--- src/rtl/fmul16_sched_if.sv ---
// Request/response bundle for the two requesters sharing fmul16_sched.
// master = requester side, slave = scheduler side.
interface fmul16_sched_if;
    logic        req0_valid;
    logic [15:0] req0_a;
    logic [15:0] req0_b;
    logic        req0_ready;
    logic        req1_valid;
    logic [15:0] req1_a;
    logic [15:0] req1_b;
    logic        req1_ready;

    logic        rsp0_valid;
    logic [15:0] rsp0_result;
    logic [3:0]  rsp0_flags;
    logic        rsp0_ready;
    logic        rsp1_valid;
    logic [15:0] rsp1_result;
    logic [3:0]  rsp1_flags;
    logic        rsp1_ready;

    modport master (
        output req0_valid, req0_a, req0_b, rsp0_ready,
        output req1_valid, req1_a, req1_b, rsp1_ready,
        input  req0_ready, rsp0_valid, rsp0_result, rsp0_flags,
        input  req1_ready, rsp1_valid, rsp1_result, rsp1_flags
    );

    modport slave (
        input  req0_valid, req0_a, req0_b, rsp0_ready,
        input  req1_valid, req1_a, req1_b, rsp1_ready,
        output req0_ready, rsp0_valid, rsp0_result, rsp0_flags,
        output req1_ready, rsp1_valid, rsp1_result, rsp1_flags
    );
endinterface

--- src/rtl/fmul16_sched.sv ---
// Round-robin scheduler sharing one external fp16 multiplier between two requesters.
// Optional macro FMUL_BYPASS_ZERO_EN: zero operands answer directly without waiting on the multiplier.
module fmul16_sched #(
    parameter int unsigned LAT = 1
) (
    input  logic                 clk,
    input  logic                 reset,
    fmul16_sched_if.slave        bus,
    output logic [15:0]          mul_a,
    output logic [15:0]          mul_b,
    input  logic [15:0]          mul_result,
    input  logic [3:0]           mul_flags,
    output logic                 busy
);

    if (LAT < 1 || LAT > 15) begin : g_lat_check
        $error("fmul16_sched: LAT must be within 1..15");
    end

    localparam logic [3:0] CntInit = 4'(LAT - 1);

    typedef enum logic [1:0] {StIdle, StWait, StResp} state_e;

    state_e      r_state;
    logic [3:0]  r_cnt;
    logic        r_owner;
    logic        r_last_grant;
    logic [15:0] r_mul_a;
    logic [15:0] r_mul_b;
    logic        r_rsp0_valid;
    logic [15:0] r_rsp0_result;
    logic [3:0]  r_rsp0_flags;
    logic        r_rsp1_valid;
    logic [15:0] r_rsp1_result;
    logic [3:0]  r_rsp1_flags;

    state_e      w_state_next;
    logic [3:0]  w_cnt_next;
    logic        w_owner_next;
    logic        w_last_next;
    logic [15:0] w_mul_a_next;
    logic [15:0] w_mul_b_next;
    logic        w_rsp0_valid_next;
    logic [15:0] w_rsp0_result_next;
    logic [3:0]  w_rsp0_flags_next;
    logic        w_rsp1_valid_next;
    logic [15:0] w_rsp1_result_next;
    logic [3:0]  w_rsp1_flags_next;

    logic        w_grant0;
    logic        w_grant1;
    logic        w_ready0;
    logic        w_ready1;
    logic        w_accept;
    logic [15:0] w_sel_a;
    logic [15:0] w_sel_b;
    logic        w_rsp_done;
    logic        w_cap;
    logic        w_cap_owner;
    logic [15:0] w_cap_result;
    logic [3:0]  w_cap_flags;

    // On contention the requester that did not win last time is granted.
    assign w_grant0 = bus.req0_valid & (~bus.req1_valid | r_last_grant);
    assign w_grant1 = bus.req1_valid & (~bus.req0_valid | ~r_last_grant);
    assign w_ready0 = (r_state == StIdle) & w_grant0;
    assign w_ready1 = (r_state == StIdle) & w_grant1;
    assign w_accept = w_ready0 | w_ready1;

    assign w_sel_a    = w_grant1 ? bus.req1_a : bus.req0_a;
    assign w_sel_b    = w_grant1 ? bus.req1_b : bus.req0_b;
    assign w_rsp_done = r_owner ? bus.rsp1_ready : bus.rsp0_ready;

    always_comb begin
        w_state_next       = r_state;
        w_cnt_next         = r_cnt;
        w_owner_next       = r_owner;
        w_last_next        = r_last_grant;
        w_mul_a_next       = r_mul_a;
        w_mul_b_next       = r_mul_b;
        w_rsp0_valid_next  = r_rsp0_valid;
        w_rsp0_result_next = r_rsp0_result;
        w_rsp0_flags_next  = r_rsp0_flags;
        w_rsp1_valid_next  = r_rsp1_valid;
        w_rsp1_result_next = r_rsp1_result;
        w_rsp1_flags_next  = r_rsp1_flags;
        w_cap              = 1'b0;
        w_cap_owner        = r_owner;
        w_cap_result       = mul_result;
        w_cap_flags        = mul_flags;

        unique case (r_state)
            StIdle: begin
                if (w_accept) begin
                    w_mul_a_next = w_sel_a;
                    w_mul_b_next = w_sel_b;
                    w_owner_next = w_grant1;
                    w_last_next  = w_grant1;
                    w_cnt_next   = CntInit;
                    w_state_next = StWait;
`ifdef FMUL_BYPASS_ZERO_EN
                    // A zero magnitude operand gives a signed zero; no need to wait.
                    if (w_sel_a[14:0] == 15'd0 || w_sel_b[14:0] == 15'd0) begin
                        w_state_next = StResp;
                        w_cap        = 1'b1;
                        w_cap_owner  = w_grant1;
                        w_cap_result = {w_sel_a[15] ^ w_sel_b[15], 15'd0};
                        w_cap_flags  = 4'b0100;
                    end
`endif
                end
            end
            StWait: begin
                if (r_cnt != 4'd0) begin
                    w_cnt_next = r_cnt - 4'd1;
                end else begin
                    w_cap        = 1'b1;
                    w_state_next = StResp;
                end
            end
            StResp: begin
                if (w_rsp_done) begin
                    w_state_next = StIdle;
                    if (r_owner) begin
                        w_rsp1_valid_next = 1'b0;
                    end else begin
                        w_rsp0_valid_next = 1'b0;
                    end
                end
            end
            default: w_state_next = StIdle;
        endcase

        if (w_cap) begin
            if (w_cap_owner) begin
                w_rsp1_valid_next  = 1'b1;
                w_rsp1_result_next = w_cap_result;
                w_rsp1_flags_next  = w_cap_flags;
            end else begin
                w_rsp0_valid_next  = 1'b1;
                w_rsp0_result_next = w_cap_result;
                w_rsp0_flags_next  = w_cap_flags;
            end
        end
    end

    always_ff @(posedge clk or posedge reset) begin
        if (reset) begin
            r_state       <= StIdle;
            r_cnt         <= 4'd0;
            r_owner       <= 1'b0;
            r_last_grant  <= 1'b1;
            r_mul_a       <= 16'd0;
            r_mul_b       <= 16'd0;
            r_rsp0_valid  <= 1'b0;
            r_rsp0_result <= 16'd0;
            r_rsp0_flags  <= 4'd0;
            r_rsp1_valid  <= 1'b0;
            r_rsp1_result <= 16'd0;
            r_rsp1_flags  <= 4'd0;
        end else begin
            r_state       <= w_state_next;
            r_cnt         <= w_cnt_next;
            r_owner       <= w_owner_next;
            r_last_grant  <= w_last_next;
            r_mul_a       <= w_mul_a_next;
            r_mul_b       <= w_mul_b_next;
            r_rsp0_valid  <= w_rsp0_valid_next;
            r_rsp0_result <= w_rsp0_result_next;
            r_rsp0_flags  <= w_rsp0_flags_next;
            r_rsp1_valid  <= w_rsp1_valid_next;
            r_rsp1_result <= w_rsp1_result_next;
            r_rsp1_flags  <= w_rsp1_flags_next;
        end
    end

    assign bus.req0_ready  = w_ready0;
    assign bus.req1_ready  = w_ready1;
    assign bus.rsp0_valid  = r_rsp0_valid;
    assign bus.rsp0_result = r_rsp0_result;
    assign bus.rsp0_flags  = r_rsp0_flags;
    assign bus.rsp1_valid  = r_rsp1_valid;
    assign bus.rsp1_result = r_rsp1_result;
    assign bus.rsp1_flags  = r_rsp1_flags;
    assign mul_a           = r_mul_a;
    assign mul_b           = r_mul_b;
    assign busy            = (r_state != StIdle);

endmodule

--- src/flat_wrapper.sv ---
// flat-port wrapper written by rule: the top's interface ports become plain ports
module fmul16_sched_flat 
#(
    parameter int unsigned LAT = 1
)
  (clk, reset, mul_a, mul_b, mul_result, mul_flags, busy, bus_req0_valid, bus_req0_a, bus_req0_b, bus_rsp0_ready, bus_req1_valid, bus_req1_a, bus_req1_b, bus_rsp1_ready, bus_req0_ready, bus_rsp0_valid, bus_rsp0_result, bus_rsp0_flags, bus_req1_ready, bus_rsp1_valid, bus_rsp1_result, bus_rsp1_flags);
  fmul16_sched_if bus_i ();
  input  logic clk;
  input  logic reset;
  output logic [15:0] mul_a;
  output logic [15:0] mul_b;
  input  logic [15:0] mul_result;
  input  logic [3:0] mul_flags;
  output logic busy;
  input wire logic [$bits(bus_i.req0_valid)-1:0] bus_req0_valid;
  input wire logic [$bits(bus_i.req0_a)-1:0] bus_req0_a;
  input wire logic [$bits(bus_i.req0_b)-1:0] bus_req0_b;
  input wire logic [$bits(bus_i.rsp0_ready)-1:0] bus_rsp0_ready;
  input wire logic [$bits(bus_i.req1_valid)-1:0] bus_req1_valid;
  input wire logic [$bits(bus_i.req1_a)-1:0] bus_req1_a;
  input wire logic [$bits(bus_i.req1_b)-1:0] bus_req1_b;
  input wire logic [$bits(bus_i.rsp1_ready)-1:0] bus_rsp1_ready;
  output wire logic [$bits(bus_i.req0_ready)-1:0] bus_req0_ready;
  output wire logic [$bits(bus_i.rsp0_valid)-1:0] bus_rsp0_valid;
  output wire logic [$bits(bus_i.rsp0_result)-1:0] bus_rsp0_result;
  output wire logic [$bits(bus_i.rsp0_flags)-1:0] bus_rsp0_flags;
  output wire logic [$bits(bus_i.req1_ready)-1:0] bus_req1_ready;
  output wire logic [$bits(bus_i.rsp1_valid)-1:0] bus_rsp1_valid;
  output wire logic [$bits(bus_i.rsp1_result)-1:0] bus_rsp1_result;
  output wire logic [$bits(bus_i.rsp1_flags)-1:0] bus_rsp1_flags;
  assign bus_i.req0_valid = bus_req0_valid;
  assign bus_i.req0_a = bus_req0_a;
  assign bus_i.req0_b = bus_req0_b;
  assign bus_i.rsp0_ready = bus_rsp0_ready;
  assign bus_i.req1_valid = bus_req1_valid;
  assign bus_i.req1_a = bus_req1_a;
  assign bus_i.req1_b = bus_req1_b;
  assign bus_i.rsp1_ready = bus_rsp1_ready;
  assign bus_req0_ready = bus_i.req0_ready;
  assign bus_rsp0_valid = bus_i.rsp0_valid;
  assign bus_rsp0_result = bus_i.rsp0_result;
  assign bus_rsp0_flags = bus_i.rsp0_flags;
  assign bus_req1_ready = bus_i.req1_ready;
  assign bus_rsp1_valid = bus_i.rsp1_valid;
  assign bus_rsp1_result = bus_i.rsp1_result;
  assign bus_rsp1_flags = bus_i.rsp1_flags;
  fmul16_sched #(.LAT(LAT)) u_core (.clk(clk), .reset(reset), .bus(bus_i), .mul_a(mul_a), .mul_b(mul_b), .mul_result(mul_result), .mul_flags(mul_flags), .busy(busy));
endmodule
--- config.mk ---
export PLATFORM = sky130hd
export DESIGN_NAME = fmul16_sched_flat
export DESIGN_NICKNAME = d
export VERILOG_FILES = /design/src/rtl/fmul16_sched_if.sv /design/src/rtl/fmul16_sched.sv /design/src/flat_wrapper.sv
export SDC_FILE = /design/constraint.sdc
export NUM_CORES = 1
export LEC_CHECK = 0
export CORE_MARGIN = 2
export CORE_UTILIZATION = 38
export CTS_BUF_LIST = sky130_fd_sc_hd__clkbuf_8 sky130_fd_sc_hd__clkbuf_16
export CTS_CLUSTER_DIAMETER = 30
export DETAILED_ROUTE_END_ITERATION = 12
export GPL_TIMING_DRIVEN = 0
export PLACE_DENSITY = 0.76
export SETUP_SLACK_MARGIN = 0.4
export SYNTH_ARGS = -nofsm -noshare
export SYNTH_HDL_FRONTEND = slang
export SYNTH_SLANG_ARGS = --single-unit
--- constraint.sdc ---
create_clock -name clk -period 2.6 [get_ports clk]
set_input_delay 0.39 -clock clk [delete_from_list [all_inputs] [get_ports clk]]
set_output_delay 0.39 -clock clk [all_outputs]
set_load 0.05 [all_outputs]
==> results.ini, run 1 <==
[detailed_routing]
route.detailed.drc = 0
drtIter0Drc = 40
vias = 2602
highest_layer = met4
met3_length_um = 595
drt-met1-wl_um = 3550
wl_met2_um = 4100
post_drt_wl_per_cell_um = 15.0
drt_pass1_iterations = 4
drt-vias-per-instance = 4.68
ant_nets = 0
drt_wl_total_um = 8360

[logic_synthesis]
synth_top_family_by_area = multiplexers
yosysTopAreaCell = dfrtp_1
synth_edf_count = 0
muxShareOfSynthArea_pct = 36.2
synth.area.top_cells = dfrtp_1 (53%), mux2_4 (22%), mux2_2 (14%)
synth_common_cells = dfrtp_1 (81), mux2_4 (57), mux2_2 (47)
synth-xor-area-share_pct = 0
synth_compound_area_share_pct = 2.96
synth_cells = 239
ys.flop_type = dfrtp_1
ys_warn_count = 0
yosys.area_share.simple_pct = 3.83
synth_top_area_share_pct = 52.6
async_reset_ff_share_pct = 100
ys_seq_area_share_pct = 53.3
ys_types = 32
synth_nets = 330
ys_seq_elements = 82
synthesis.area_um2 = 3850
synthAdderAreaFrac_pct = 0.325
syn-mean-instance-area_um2 = 16.1
synth.most_common_cell = dfrtp_1

[clock_network]
htreeDepth = 3
cts_tree = yes
cts_hold_buf = 0
clk_path_buf_depth = 2
clkSinkCount = 82
insertion_delay_ps = 340
clock-root-buffer = clkbuf_8
cts_made_buffers = 9
clkTransAtPathRegs_ps = 70

[critical_path]
timing.critical_path.to_type = output port
cp.arrival_ps = 1760
critPathSlowestCell = clkdlybuf4s50_1
crit_fanout = 10
ff2ff_setup_slack_ps = 660
reg2reg_depth = 6
critPathKind = primary input to output port
r2r-end = u_core.bus.rsp1_result[10]$_DFFE_PP0P_
cp-start-kind = primary input
required_ps = 2210
slowest_delay_ps = 590
r2r-start = u_core.r_cnt[0]$_DFFE_PP0P_
crit_chain = clkdlybuf4s50_1 > a21boi_4 > buf_6 > and2_1 > clkbuf_4

[cells_and_area]
n_fill_cell = 825
final_nets = 509
area_growth_pct = 54.2
antenna_cells = 0
fin_area_um2 = 5940
layout-drive-gt1-share_pct = 34.3

[floorplan]
core-area_um2 = 9820
die_y_um = 105
die-area_um2 = 11000
initial_core_util_pct = 39.2
io_pins = 167
rows = 36
fp.dieW_um = 105

[timing]
setup_slack_ps = 452
fin_crit_sh_pct = 82.6
rsz0062_at_grt = true
finalMaxSlewViolations = 0
period_needed_ps = 2150
hold_viol = 0
setup-violations-final = 0
max_freq_mhz = 465
tightest_slew_ps = 861
tns_ps = 0
finClkSkew_ps = 13.5
worst_slew_margin_rel_pct = 42.5

[place]
gp_congestion = 0.726
placed_cell_area_um2 = 5700
post-place-ws_ps = -291
io_buffers = 166
dp_hpwl_um = 6370

[job]
drv_cap = 0

[power]
switchingPower_mw = 3.93
p_leak_nw = 2.55
intPower_mw = 4.73
power_frac_comb_pct = 61.1
p_per_area_nw_per_um2 = 1460
power_frac_seq_pct = 26.8
switching_share_pct = 45.4
p_total_mw = 8.66
vdd_drop_max_v = 0.000630
p_clk_share_pct = 12.1

[grt]
grt_remaining_overflow = 0
grtUsageTotal_pct = 15.5
grt_pass1_wl_um = 13700
antenna_found_initial = 0
grt_pass1_vias = 2785
grt_max_degree = 45

[worst_hold_path]
hold-path-cell-count = 1
hold_path_class = flop to flop
hold_path_startpoint = u_core.mul_b[13]$_DFFE_PP0P_
min_to = u_core.mul_b[13]$_DFFE_PP0P_

[outcome]
outcome = finished clean

==> placed cells by master, fill, tap and decap left out, types with 2 or more instances in the layout <==
| master | count |
|---|---|
| o31ai_1 | 3 |
| nand2_1 | 3 |
| buf_2 | 3 |
| nor2_1 | 3 |
| buf_6 | 5 |
| o21ai_0 | 2 |
| bufinv_16 | 2 |
| dfrtp_1 | 81 |
| clkinvlp_4 | 2 |
| clkbuf_8 | 11 |
| nand2b_1 | 5 |
| o221ai_1 | 2 |
| clkdlybuf4s50_1 | 163 |
| buf_12 | 3 |
| a21oi_1 | 3 |
| inv_1 | 4 |
| mux2_2 | 47 |
| mux2_4 | 57 |
==> state kept, by name, indices dropped and copies added, names as in the netlist, named ones only <==
register	cells
u_core.bus.rsp0_result	16
u_core.mul_a	16
u_core.bus.rsp1_flags	4
u_core.r_cnt	4
u_core.r_last_grant	1
u_core.bus.rsp1_result	16
u_core.r_state	2
u_core.mul_b	16
u_core.bus.rsp0_flags	4
u_core.r_owner	1
==> kinds of logic after synthesis <==
kind of cell    after synthesis
fa+ha+maj                     1
compound gates               15
flops                        82
buf+inv                      15
simple gates                 21
mux                         105
==> worst max path at each step <==
stage                                      from                                   end  slack, ps  cells past startpoint
floorplan           u_core.r_cnt[0]$_DFFE_PP0P_  u_core.bus.rsp1_flags[0]$_DFFE_PP0P_        890                      6
global placement                 bus_req1_valid                        bus_req1_ready       -290                      5
detailed placement               bus_req1_valid                        bus_req1_ready       -290                      5
CTS                              bus_req1_valid                        bus_req1_ready        300                      5
global route                     bus_req1_valid                        bus_req1_ready        350                      5
finish                           bus_req1_valid                        bus_req1_ready        450                      5
==> layout make-up <==
cell class	count	area [um^2]	area share [%]
Buffer	10	111	1.87
Clock inverter	5	85.1	1.43
Clock buffer	11	151	2.55
Inverter	5	22.5	0.379
Sequential cell	82	2050	34.6
Tap cell	133	166	2.80
Timing Repair Buffer	168	1680	28.3
Multi-Input combinational cell	142	1670	28.1
==> worst max-delay path: cells and delay by family <==
| kind | cells | cell delay (ps) |
|---|---|---|
| and+or+nand+nor | 1 | 140 |
| AOI/OAI and AO/OA | 1 | 230 |
| buffers and inverters | 3 | 990 |
==> power by group through the flow <==
stage / clock network [mW] / registers (mW) / logic (mW)
floorplan: 0 / 4.37 / 1.60
global placement: 0 / 2.31 / 5.27
detailed placement: 0 / 2.34 / 5.34
CTS: 1.09 / 2.32 / 5.35
global route: 1.13 / 2.40 / 5.52
finish: 1.05 / 2.32 / 5.30
==> per-stage QoR <==
stage	util, %	cells	hold WS (ps)
final	60.5	556	507
after global routing	60.5	556	516
after CTS	60.6	556	510
after detailed placement	58.1	539	492
after global placement	57.9	538	483
after floorplan	-	239	453
==> per-layer routing <==
layer / global-route usage, % / vias to the layer above
met5: 0 / -
met4: 5.52 / 0
met3: 4.80 / 10
met2: 26.4 / 110
met1: 18.5 / 1267
li1: - / 1215
==> timing repair <==
item,4_1_cts,5_1_grt
setup endpoints to repair,3,2
buffers inserted,1,0
resized for setup,6,4
Note: power is estimated with default switching activity, not from simulation.
==> run 2: changes to the inputs <==
==> constraint.sdc (replaced) <==
create_clock -name clk -period 1.8 [get_ports clk]
set_input_delay 0.27 -clock clk [delete_from_list [all_inputs] [get_ports clk]]
set_output_delay 0.27 -clock clk [all_outputs]
set_load 0.05 [all_outputs]
==> results.ini, run 2 (same netlist as run 1, synthesis figures left out) <==
[outcome]
outcome = finished with violations
violations = setup timing

[job]
drv_cap = 0  ; unchanged

[detailed_routing]
ant_nets = 0  ; unchanged
drt-vias-per-instance = 4.74  ; +1.2%
route.detailed.drc = 0  ; unchanged
post_drt_wl_per_cell_um = 16.2  ; +7.6%
vias = 2734  ; +5.1%
drt_pass1_iterations = 3  ; -1
wl_met2_um = 4810  ; +17%
drt_wl_total_um = 9340  ; +12%
drt-met1-wl_um = 3790  ; +6.7%
drtIter0Drc = 94  ; +140%
met3_length_um = 587  ; -1.3%
highest_layer = met4

[clock_network]
clk_path_buf_depth = 2  ; unchanged
htreeDepth = 3  ; unchanged
cts_made_buffers = 9  ; unchanged
cts_hold_buf = 0  ; unchanged
clkSinkCount = 82  ; unchanged
clock-root-buffer = clkbuf_8
cts_tree = yes
insertion_delay_ps = 350  ; about the same
clkTransAtPathRegs_ps = 80  ; about the same

[timing]
rsz0062_at_grt = true
setup-violations-final = 1  ; +1
finalMaxSlewViolations = 0  ; unchanged
tightest_slew_ps = 470  ; -391 ps
timing.hold.ws_ps = 200  ; -307 ps
hold_viol = 0  ; unchanged
finClkSkew_ps = 12.8  ; -0.697 ps
tns_ps = -2.13  ; -2.13 ps
period_needed_ps = 1800
setup_slack_ps = -2.13  ; -454 ps
max_freq_mhz = 555
fin_crit_sh_pct = 100
worst_slew_margin_rel_pct = 68.5  ; +26 points

[floorplan]
fp.dieW_um = 105  ; unchanged
initial_core_util_pct = 39.2  ; unchanged
die_y_um = 105  ; unchanged
core-area_um2 = 9820  ; unchanged
rows = 36  ; unchanged
io_pins = 167  ; unchanged
die-area_um2 = 11000  ; unchanged

[critical_path]
required_ps = 2020  ; -190 ps
worst_path_dominant_cell_family = simple AND/OR/NAND/NOR gates
cp.arrival_ps = 2020  ; +260 ps
critPathKind = flop to flop
crit_chain = inv_1 > ha_2 > nor3b_4 > and4_4 > buf_12 > mux2_4
cp-start-kind = flop
crit_fanout = 10  ; unchanged
critPathSlowestCell = dfrtp_1
timing.critical_path.to_type = flop
critPathBufInv = 2  ; -1
slowest_delay_ps = 420  ; -170 ps

[cells_and_area]
area_growth_pct = 64.7
multi_input_area_um2 = 1780  ; +6.7%
n_fill_cell = 804  ; -2.5%
mostFrequentLayoutCell = clkdlybuf4s50_1
seqCellArea_um2 = 2060  ; +0.12%
final_nets = 531  ; +4.3%
antenna_cells = 0  ; unchanged
layout-drive-gt1-share_pct = 56.3  ; +22 points
layout_common_cells = clkdlybuf4s50_1 (87), dfrtp_1 (79), mux2_4 (65), clkdlybuf4s15_2 (49), mux2_2 (39)

[worst_hold_path]
hold_path_class = primary input to async pin

[power]
vdd_drop_max_v = 0.000861  ; +37%
p_leak_nw = 2.81  ; +10%
p_per_area_nw_per_um2 = 2040  ; +40%

[grt]
grt_max_degree = 42  ; -6.7%
grtUsageTotal_pct = 17.1  ; +1.6 points
antenna_found_initial = 0  ; unchanged
grt_pass1_wl_um = 14800  ; +8.1%
grt_pass1_vias = 2839  ; +1.9%
grt_remaining_overflow = 0  ; unchanged

[place]
io_buffers = 166  ; unchanged
dp_hpwl_um = 6480  ; +1.8%
gp_congestion = 0.750  ; +3.3%

run 2: final cells by class:
| type | count | share of cell area [%] |
|---|---|---|
| clock buffer | 9 | 1.95 |
| inverter | 5 | 0.355 |
| clock inverter | 6 | 1.32 |
| timing repair buffer | 190 | 31.0 |
| buffer | 10 | 2.33 |
| tap | 133 | 2.62 |
| multi-input combinational | 142 | 28.1 |
| sequential | 82 | 32.4 |
run 2: worst paths after layout:
check	from	slack, ps	cells past startpoint	end
worst min-delay path	reset	200	2	u_core.bus.rsp0_result[11]$_DFFE_PP0P_
worst min register to register	u_core.bus.rsp0_result[14]$_DFFE_PP0P_	510	1	u_core.bus.rsp0_result[14]$_DFFE_PP0P_
max in group asynchronous	reset	1080	3	u_core.r_last_grant$_DFFE_PP1P_
worst max register to register	u_core.r_cnt[1]$_DFFE_PP0P_	-2	6	u_core.bus.rsp1_result[13]$_DFFE_PP0P_
min in group clk	bus_req0_valid	430	2	u_core.r_last_grant$_DFFE_PP1P_
worst max-delay path	u_core.r_cnt[1]$_DFFE_PP0P_	-2	6	u_core.bus.rsp1_result[13]$_DFFE_PP0P_
run 2: where the power goes:
part	internal (mW)	total, mW	switching (mW)	leakage [nW]
Clock	0.767	1.42	0.658	0.103
Sequential	2.80	3.34	0.547	0.964
Combinational	3.39	8.16	4.77	1.74
run 2: repair_timing:
item / CTS / global route
resized for setup: 262 / 79
pin swaps: 4 / 7
cloned: 2 / 3
setup endpoints to repair: 154 / 107
buffers inserted: 8 / 9
run 2: through the flow:
step           setup WS (ps)  cells  util, %  cell area [um^2]  power [mW]
3_5_place_dp            -918    540     58.3              5730        11.1
2_1_floorplan           89.1    239        -              3860        8.62
6_report               -2.13    577     64.6              6350        12.9
5_1_grt                -60.1    577     64.6              6350        13.5
3_3_place_gp            -915    538     57.9              5690        10.9
4_1_cts                 2.57    565     63.0              6190        12.6
run 2: layer usage:
metal | track usage [%] | up-vias
met5 | 0 | -
met4 | 5.33 | 0
met3 | 4.68 | 13
met2 | 29.5 | 110
met1 | 20.7 | 1347
li1 | - | 1264
run 2: worst reg2reg max path: stages (launching register included):
cell	delay, ps
dfrtp_1	420
inv_1	80
ha_2	170
nor3b_4	240
and4_4	300
buf_12	160
mux2_4	310
==> run 3: changes to the inputs <==
--- a/config.mk
+++ b/config.mk
@@ -9,6 +9,7 @@
 export CORE_UTILIZATION = 38
 export CTS_BUF_LIST = sky130_fd_sc_hd__clkbuf_8 sky130_fd_sc_hd__clkbuf_16
 export CTS_CLUSTER_DIAMETER = 30
+export CTS_CLUSTER_SIZE = 40
 export DETAILED_ROUTE_END_ITERATION = 12
 export GPL_TIMING_DRIVEN = 0
 export PLACE_DENSITY = 0.76
==> results of run 3 <==
Same layout as run 2: the final DEF is identical, and so are final timing and power.
